===== src/rtl/interrupt_arbiter_if.sv =====
// Signal bundle between the interrupt arbiter, the interrupt sources and the CPU interrupt unit.
// The arbiter connects through the slave modport and its environment through the master modport.
interface interrupt_arbiter_if #(
  parameter int NUM_SRC = 8
);
  logic [NUM_SRC-1:0] irq_req;
  logic               mask_we;
  logic [15:0]        mask_wdata;
  logic               int_ack;
  logic               eret_n;
  logic               int_signal_n;
  logic [3:0]         int_index;
  logic [NUM_SRC-1:0] pending;
  logic [NUM_SRC-1:0] mask;
  logic               busy;

  modport master (
    output irq_req, mask_we, mask_wdata, int_ack, eret_n,
    input  int_signal_n, int_index, pending, mask, busy
  );

  modport slave (
    input  irq_req, mask_we, mask_wdata, int_ack, eret_n,
    output int_signal_n, int_index, pending, mask, busy
  );
endinterface


===== src/rtl/interrupt_arbiter.sv =====
// Non-nesting priority interrupt controller: latches rising edges as pending, masks them,
// and requests the lowest-numbered eligible source until the CPU acknowledges and returns.
module interrupt_arbiter #(
  parameter int NUM_SRC = 8
) (
  input  logic                clk,
  input  logic                rst,
  interrupt_arbiter_if.slave  bus
);

  typedef enum logic [1:0] {
    IDLE    = 2'd0,
    REQ     = 2'd1,
    SERVICE = 2'd2
  } state_e;

  state_e             state_q, state_d;
  logic [NUM_SRC-1:0] irq_prev_q, irq_prev_d;
  logic [NUM_SRC-1:0] pending_q, pending_d;
  logic [NUM_SRC-1:0] mask_q, mask_d;
  logic [3:0]         int_index_q, int_index_d;
  logic               int_signal_n_q, int_signal_n_d;
  logic               busy_q, busy_d;

  logic [NUM_SRC-1:0] rise_s;
  logic [NUM_SRC-1:0] eligible_s;
  logic [NUM_SRC-1:0] ack_clr_s;
  logic [3:0]         winner_s;
  logic               unused_wdata_s;

  // Upper mask bits beyond the implemented sources are deliberately discarded.
  assign unused_wdata_s = ^bus.mask_wdata;

  // Next-state, pending/mask update and registered-output precomputation.
  always_comb begin
    rise_s     = bus.irq_req & ~irq_prev_q;
    eligible_s = pending_q & ~mask_q;
    ack_clr_s  = NUM_SRC'(1) << int_index_q;

    winner_s = 4'd0;
    for (int i = NUM_SRC - 1; i >= 0; i--) begin
      winner_s = eligible_s[i] ? 4'(i) : winner_s;
    end

    state_d     = state_q;
    int_index_d = int_index_q;
    irq_prev_d  = bus.irq_req;
    pending_d   = pending_q | rise_s;

    if (bus.mask_we) begin
      mask_d = bus.mask_wdata[NUM_SRC-1:0];
    end else begin
      mask_d = mask_q;
    end

    case (state_q)
      IDLE: begin
        if (|eligible_s) begin
          state_d     = REQ;
          int_index_d = winner_s;
        end else begin
          state_d = IDLE;
        end
      end
      REQ: begin
        // A rise arriving in the ack cycle re-sets the bit being cleared.
        if (bus.int_ack) begin
          state_d   = SERVICE;
          pending_d = (pending_q & ~ack_clr_s) | rise_s;
        end else begin
          state_d = REQ;
        end
      end
      SERVICE: begin
        if (!bus.eret_n) begin
          state_d = IDLE;
        end else begin
          state_d = SERVICE;
        end
      end
      default: begin
        state_d = IDLE;
      end
    endcase

    int_signal_n_d = (state_d != REQ);
    busy_d         = (state_d != IDLE);
  end

  // State and output registers with synchronous reset.
  always_ff @(posedge clk) begin
    if (rst) begin
      state_q        <= IDLE;
      irq_prev_q     <= '0;
      pending_q      <= '0;
      mask_q         <= '1;
      int_index_q    <= 4'd0;
      int_signal_n_q <= 1'b1;
      busy_q         <= 1'b0;
    end else begin
      state_q        <= state_d;
      irq_prev_q     <= irq_prev_d;
      pending_q      <= pending_d;
      mask_q         <= mask_d;
      int_index_q    <= int_index_d;
      int_signal_n_q <= int_signal_n_d;
      busy_q         <= busy_d;
    end
  end

  assign bus.int_signal_n = int_signal_n_q;
  assign bus.int_index    = int_index_q;
  assign bus.pending      = pending_q;
  assign bus.mask         = mask_q;
  assign bus.busy         = busy_q;

endmodule


===== src/flat_wrapper.sv =====
// flat-port wrapper written by rule: the top's interface ports become plain ports
module interrupt_arbiter_flat 
#(
  parameter int NUM_SRC = 8
)
  (clk, rst, bus_irq_req, bus_mask_we, bus_mask_wdata, bus_int_ack, bus_eret_n, bus_int_signal_n, bus_int_index, bus_pending, bus_mask, bus_busy);
  interrupt_arbiter_if #(.NUM_SRC(NUM_SRC)) bus_i ();
  input  logic clk;
  input  logic rst;
  input wire logic [$bits(bus_i.irq_req)-1:0] bus_irq_req;
  input wire logic [$bits(bus_i.mask_we)-1:0] bus_mask_we;
  input wire logic [$bits(bus_i.mask_wdata)-1:0] bus_mask_wdata;
  input wire logic [$bits(bus_i.int_ack)-1:0] bus_int_ack;
  input wire logic [$bits(bus_i.eret_n)-1:0] bus_eret_n;
  output wire logic [$bits(bus_i.int_signal_n)-1:0] bus_int_signal_n;
  output wire logic [$bits(bus_i.int_index)-1:0] bus_int_index;
  output wire logic [$bits(bus_i.pending)-1:0] bus_pending;
  output wire logic [$bits(bus_i.mask)-1:0] bus_mask;
  output wire logic [$bits(bus_i.busy)-1:0] bus_busy;
  assign bus_i.irq_req = bus_irq_req;
  assign bus_i.mask_we = bus_mask_we;
  assign bus_i.mask_wdata = bus_mask_wdata;
  assign bus_i.int_ack = bus_int_ack;
  assign bus_i.eret_n = bus_eret_n;
  assign bus_int_signal_n = bus_i.int_signal_n;
  assign bus_int_index = bus_i.int_index;
  assign bus_pending = bus_i.pending;
  assign bus_mask = bus_i.mask;
  assign bus_busy = bus_i.busy;
  interrupt_arbiter #(.NUM_SRC(NUM_SRC)) u_core (.clk(clk), .rst(rst), .bus(bus_i));
endmodule

===== config.mk =====
export PLATFORM = sky130hd
export DESIGN_NAME = interrupt_arbiter_flat
export DESIGN_NICKNAME = d
export VERILOG_FILES = /design/src/rtl/interrupt_arbiter_if.sv /design/src/rtl/interrupt_arbiter.sv /design/src/flat_wrapper.sv
export SDC_FILE = /design/constraint.sdc
export NUM_CORES = 1
export LEC_CHECK = 0
export ABC_AREA = 1
export BUFFER_PORTS_ARGS = -buffer_cell sky130_fd_sc_hd__buf_2
export CORE_UTILIZATION = 47
export CTS_CLUSTER_SIZE = 8
export DETAILED_ROUTE_END_ITERATION = 10
export PLACE_DENSITY = 0.76
export SLEW_MARGIN = 20
export SYNTH_ARGS = -nofsm -noshare
export SYNTH_HDL_FRONTEND = slang
export SYNTH_SLANG_ARGS = --single-unit

===== constraint.sdc =====
create_clock -name clk -period 1.67 [get_ports clk]
set_clock_uncertainty 0.2 [all_clocks]
set_input_delay 0.334 -clock clk [delete_from_list [all_inputs] [get_ports clk]]
set_output_delay 0.334 -clock clk [all_outputs]
set_load 0.03 [all_outputs]

==> qor_table.md <==
| Stage | Quantity | Reported |
| --- | --- | --- |
| status | Outcome | completed |
| pwr | Ratio of total power to cell area | 1154 mW/mm² |
| placement | Placed Cells | 226 |
| global routing | First-pass GRT wire length | 4.160 mm |
| sta | Total negative slack | 0 ns |
| floorplan | Die ar. | 0.002925 mm² |
| yosys | Post-synth net total | 189 |
| yosys | Number of distinct library cells after synthesis | 21 |
| worst setup path | Longest individual stage delay on the worst path | 0.44 ns |
| sta | Count of final max-slew check failures | 0 |
| route | DRC errors left | 0 |
| worst setup path | Largest delay share family, worst path | flip-flops |
| clock network | Post-CTS setup buffers | 0 |
| worst setup path | Worst-path cell chain | buf_2 |
| floorplan | Number of placement rows | 18 |
| yosys | Warnings from Yosys | 0 |
| clock network | H-tree Lvls | 2 |
| placement | Placer congestion estimate | 0.7848 |
| finish | Sequential cell area in the final layout | 620.6 µm² |
| finish | Multi-input gate area in the final layout | 520.5 µm² |
| clock network | Clock Root Buffer | clkbuf_4 |
| clock network | Clock buffer count from CTS | 5 |
| yosys | Gate Count Post-Synth | 160 |
| floorplan | Height of the die | 54.09 µm |
| global routing | GRT overflow | 0 |
| worst setup path | Type of element capturing the critical path | output pin |
| placement | Port Buffer Count | 41 |
| yosys | Synth Cell Area | 0.001275 mm² |
| job | Count of maximum capacitance violations | 0 |
| clock network | Total number of clock tree sinks | 31 |
| floorplan | # IOs | 51 |
| worst setup path | Arrival time worst endpoint | 1.01 ns |
| clock network | Clock tree from TritonCTS | yes |
| finish | Antenna cell count | 0 |
| yosys | Post-synthesis average cell area | 7.969 µm² |
| sta | Final critical delay including setup and external delays | 1.546 ns |
| pwr | Highest ir drop seen on vdd | 0.0008475 V |
| clock network | CTS Hold Bufs | 0 |
| worst setup path | Total buffers and inverters traversed by the critical path | 1 |
| worst setup path | Critical path start-end classification | reg2out |
| finish | Filler cells | 247 |
| route | Post-DR wirelength/cell | 11.46 µm |
| floorplan | Initial cell density of the core | 0.5055 |
| floorplan | Core Area | 0.002522 mm² |
| sta | Tcrit/Tclk final | 0.9255 |
| sta | Number of setup violations in the final report | 0 |
| finish | Final Net Count | 232 |
| route | First-pass DRT Iterations | 4 |
| hold path | Hold Crit Class | in2reg |
| finish | Post-layout instance count excluding filler cells | 234 |
| worst setup path | Highest-delay cell along the critical path | dfxtp_1 |
| global routing | Global Route Usage Sum | 0.2127 |
| placement | Placed wire-length estimate after detailed placement | 2.045 mm |
| route | Detail-routed via count per cell | 5.013 |
| clock network | Number of buffers between clock root and the deepest sink | 2 |
| clock network | Later-pin clock latency in the skew report | 0.34 ns |
| yosys | Synth Register Bits | 31 |
| finish | Ratio of cells with drive above 1 in the final layout | 0.3529 |
| worst setup path | Biggest fanout along the worst timing path | 5 |
| route | Post-detailed-route count of antenna-violating nets | 0 |
| clock network | Clock Pin Slew Worst Setup and Hold Paths | 0.10 ns |
| sta | F_max | 0.6470 GHz |
| global routing | Antenna violations before repair | 0 |
| sta | RSZ-0062 raised after global routing | false |
| route | Total via count after detailed routing | 1,173 |
| floorplan | Die width | 54.09 µm |
| pwr | P_leak | 0.8011 nW |
| sta | Final number of hold-violating endpoints | 0 |
| route | DRC marker count from the first detailed-route iteration | 42 |
| finish | Area Overhead vs Synth | 22.47% |
| worst setup path | Type of origin of the critical path | flip-flop |
| global routing | Maximum number of pins on one net before global-route repair | 19 |
| worst setup path | Required time of the critical path | 1.14 ns |
| yosys | Register area share after synthesis | 0.4868 |
| clock network | Post-cts gate resize count | 0 |
| route | Post-detailed-routing wire length | 2.682 mm |
| global routing | Via count of the first global-routing pass | 1,066 |
## path summary, 6_finish.rpt
kind         slack, ns                     from                      end  cells past startpoint
min reg2reg       0.21     u_core.irq_prev_q[4]    u_core.bus.pending[4]                      1
max               0.12  u_core.bus.int_index[1]         bus_int_index[1]                      1
min              0.002        bus_mask_wdata[5]       u_core.bus.mask[5]                      3
max reg2reg       0.31       u_core.bus.mask[4]  u_core.bus.int_index[1]                      9
## layout make-up
cell class              count  area share
flip-flops and latches     31      0.3974
multi-input cells          96      0.3333
well taps                  30     0.02404
clock buffers               8     0.04407
repair buffers             42      0.1362
inverters                  27     0.06490
## layer usage
metal	vias up	track usage	part of all wire
li1	596	-	-
met1	518	0.2172	0.40
met2	47	0.3621	0.49
met3	12	0.09605	0.086
met4	0	0.1111	0.023
met5	-	0	0
## kinds of logic (layout without fill, tap and decap cells)
| group | after synthesis | after routing | share of synthesized area |
|---|---|---|---|
| buffers and inverters | 33 | 77 | 0.1050 |
| AO/OA/AOI/OAI | 32 | 32 | 0.1629 |
| other | 1 | 1 | 0.002941 |
| flip-flops | 31 | 31 | 0.4868 |
| AND/OR/NAND/NOR | 63 | 63 | 0.2424 |
## cell usage after synthesis
library cell / number / share of area
a211oi_2: 1 / 0.0098
a21oi_1: 8 / 0.031
a21oi_2: 1 / 0.0069
a31oi_1: 1 / 0.0049
buf_2: 5 / 0.020
buf_4: 1 / 0.0059
conb_1: 1 / 0.0029
dfxtp_1: 31 / 0.49
inv_1: 22 / 0.065
inv_2: 5 / 0.015
nand2_1: 21 / 0.062
nand2_2: 7 / 0.034
nand2_4: 2 / 0.018
nand3_1: 9 / 0.035
nor2_1: 16 / 0.047
nor2_4: 3 / 0.026
nor3_1: 5 / 0.020
o21ai_0: 8 / 0.031
o21ai_1: 1 / 0.0039
o21ai_2: 4 / 0.027
o31ai_1: 8 / 0.047
## registers in the layout (all words and copies together) (netlist names)
name,flops
u_core.bus.busy,1
u_core.state_q,2
u_core.bus.int_index,3
u_core.irq_prev_q,8
u_core.bus.int_signal_n,1
u_core.bus.mask,8
u_core.bus.pending,8
## layout by cell type (no fill, tap or decap), types with 2 or more instances in the layout
master / instances
o31ai_1: 8
inv_2: 5
dfxtp_1: 31
nor3_1: 5
clkbuf_4: 5
clkbuf_8: 2
o21ai_0: 8
nand2_2: 7
inv_1: 22
nand2_1: 21
o21ai_2: 4
nand3_1: 9
buf_2: 41
nor2_1: 16
nor2_4: 3
a21oi_1: 8
nand2_4: 2
## power breakdown
part | total, W | internal, W | switching, W
Combinational | 0.000435 | 0.000136 | 0.000298
Clock | 0.000499 | 0.000247 | 0.000252
Sequential | 0.000869 | 0.000812 | 0.0000573
## stage by stage
step                      hold slack [ns]  cell area, µm²    util  worst slack [ns]  total power [W]
final                            0.002111            1562  0.6190            0.1245         0.001803
after global routing             0.004517            1562  0.6190           0.06864         0.001896
after CTS                      0.00006195            1562  0.6190            0.1207         0.001814
after detailed placement           0.2103            1493  0.5918            0.3221         0.001318
after global placement             0.2010            1493  0.5918            0.3612         0.001301
after floorplan                    0.1998            1275       -            0.1932         0.001196
No activity file was read; power rests on OpenSTA's default activity.
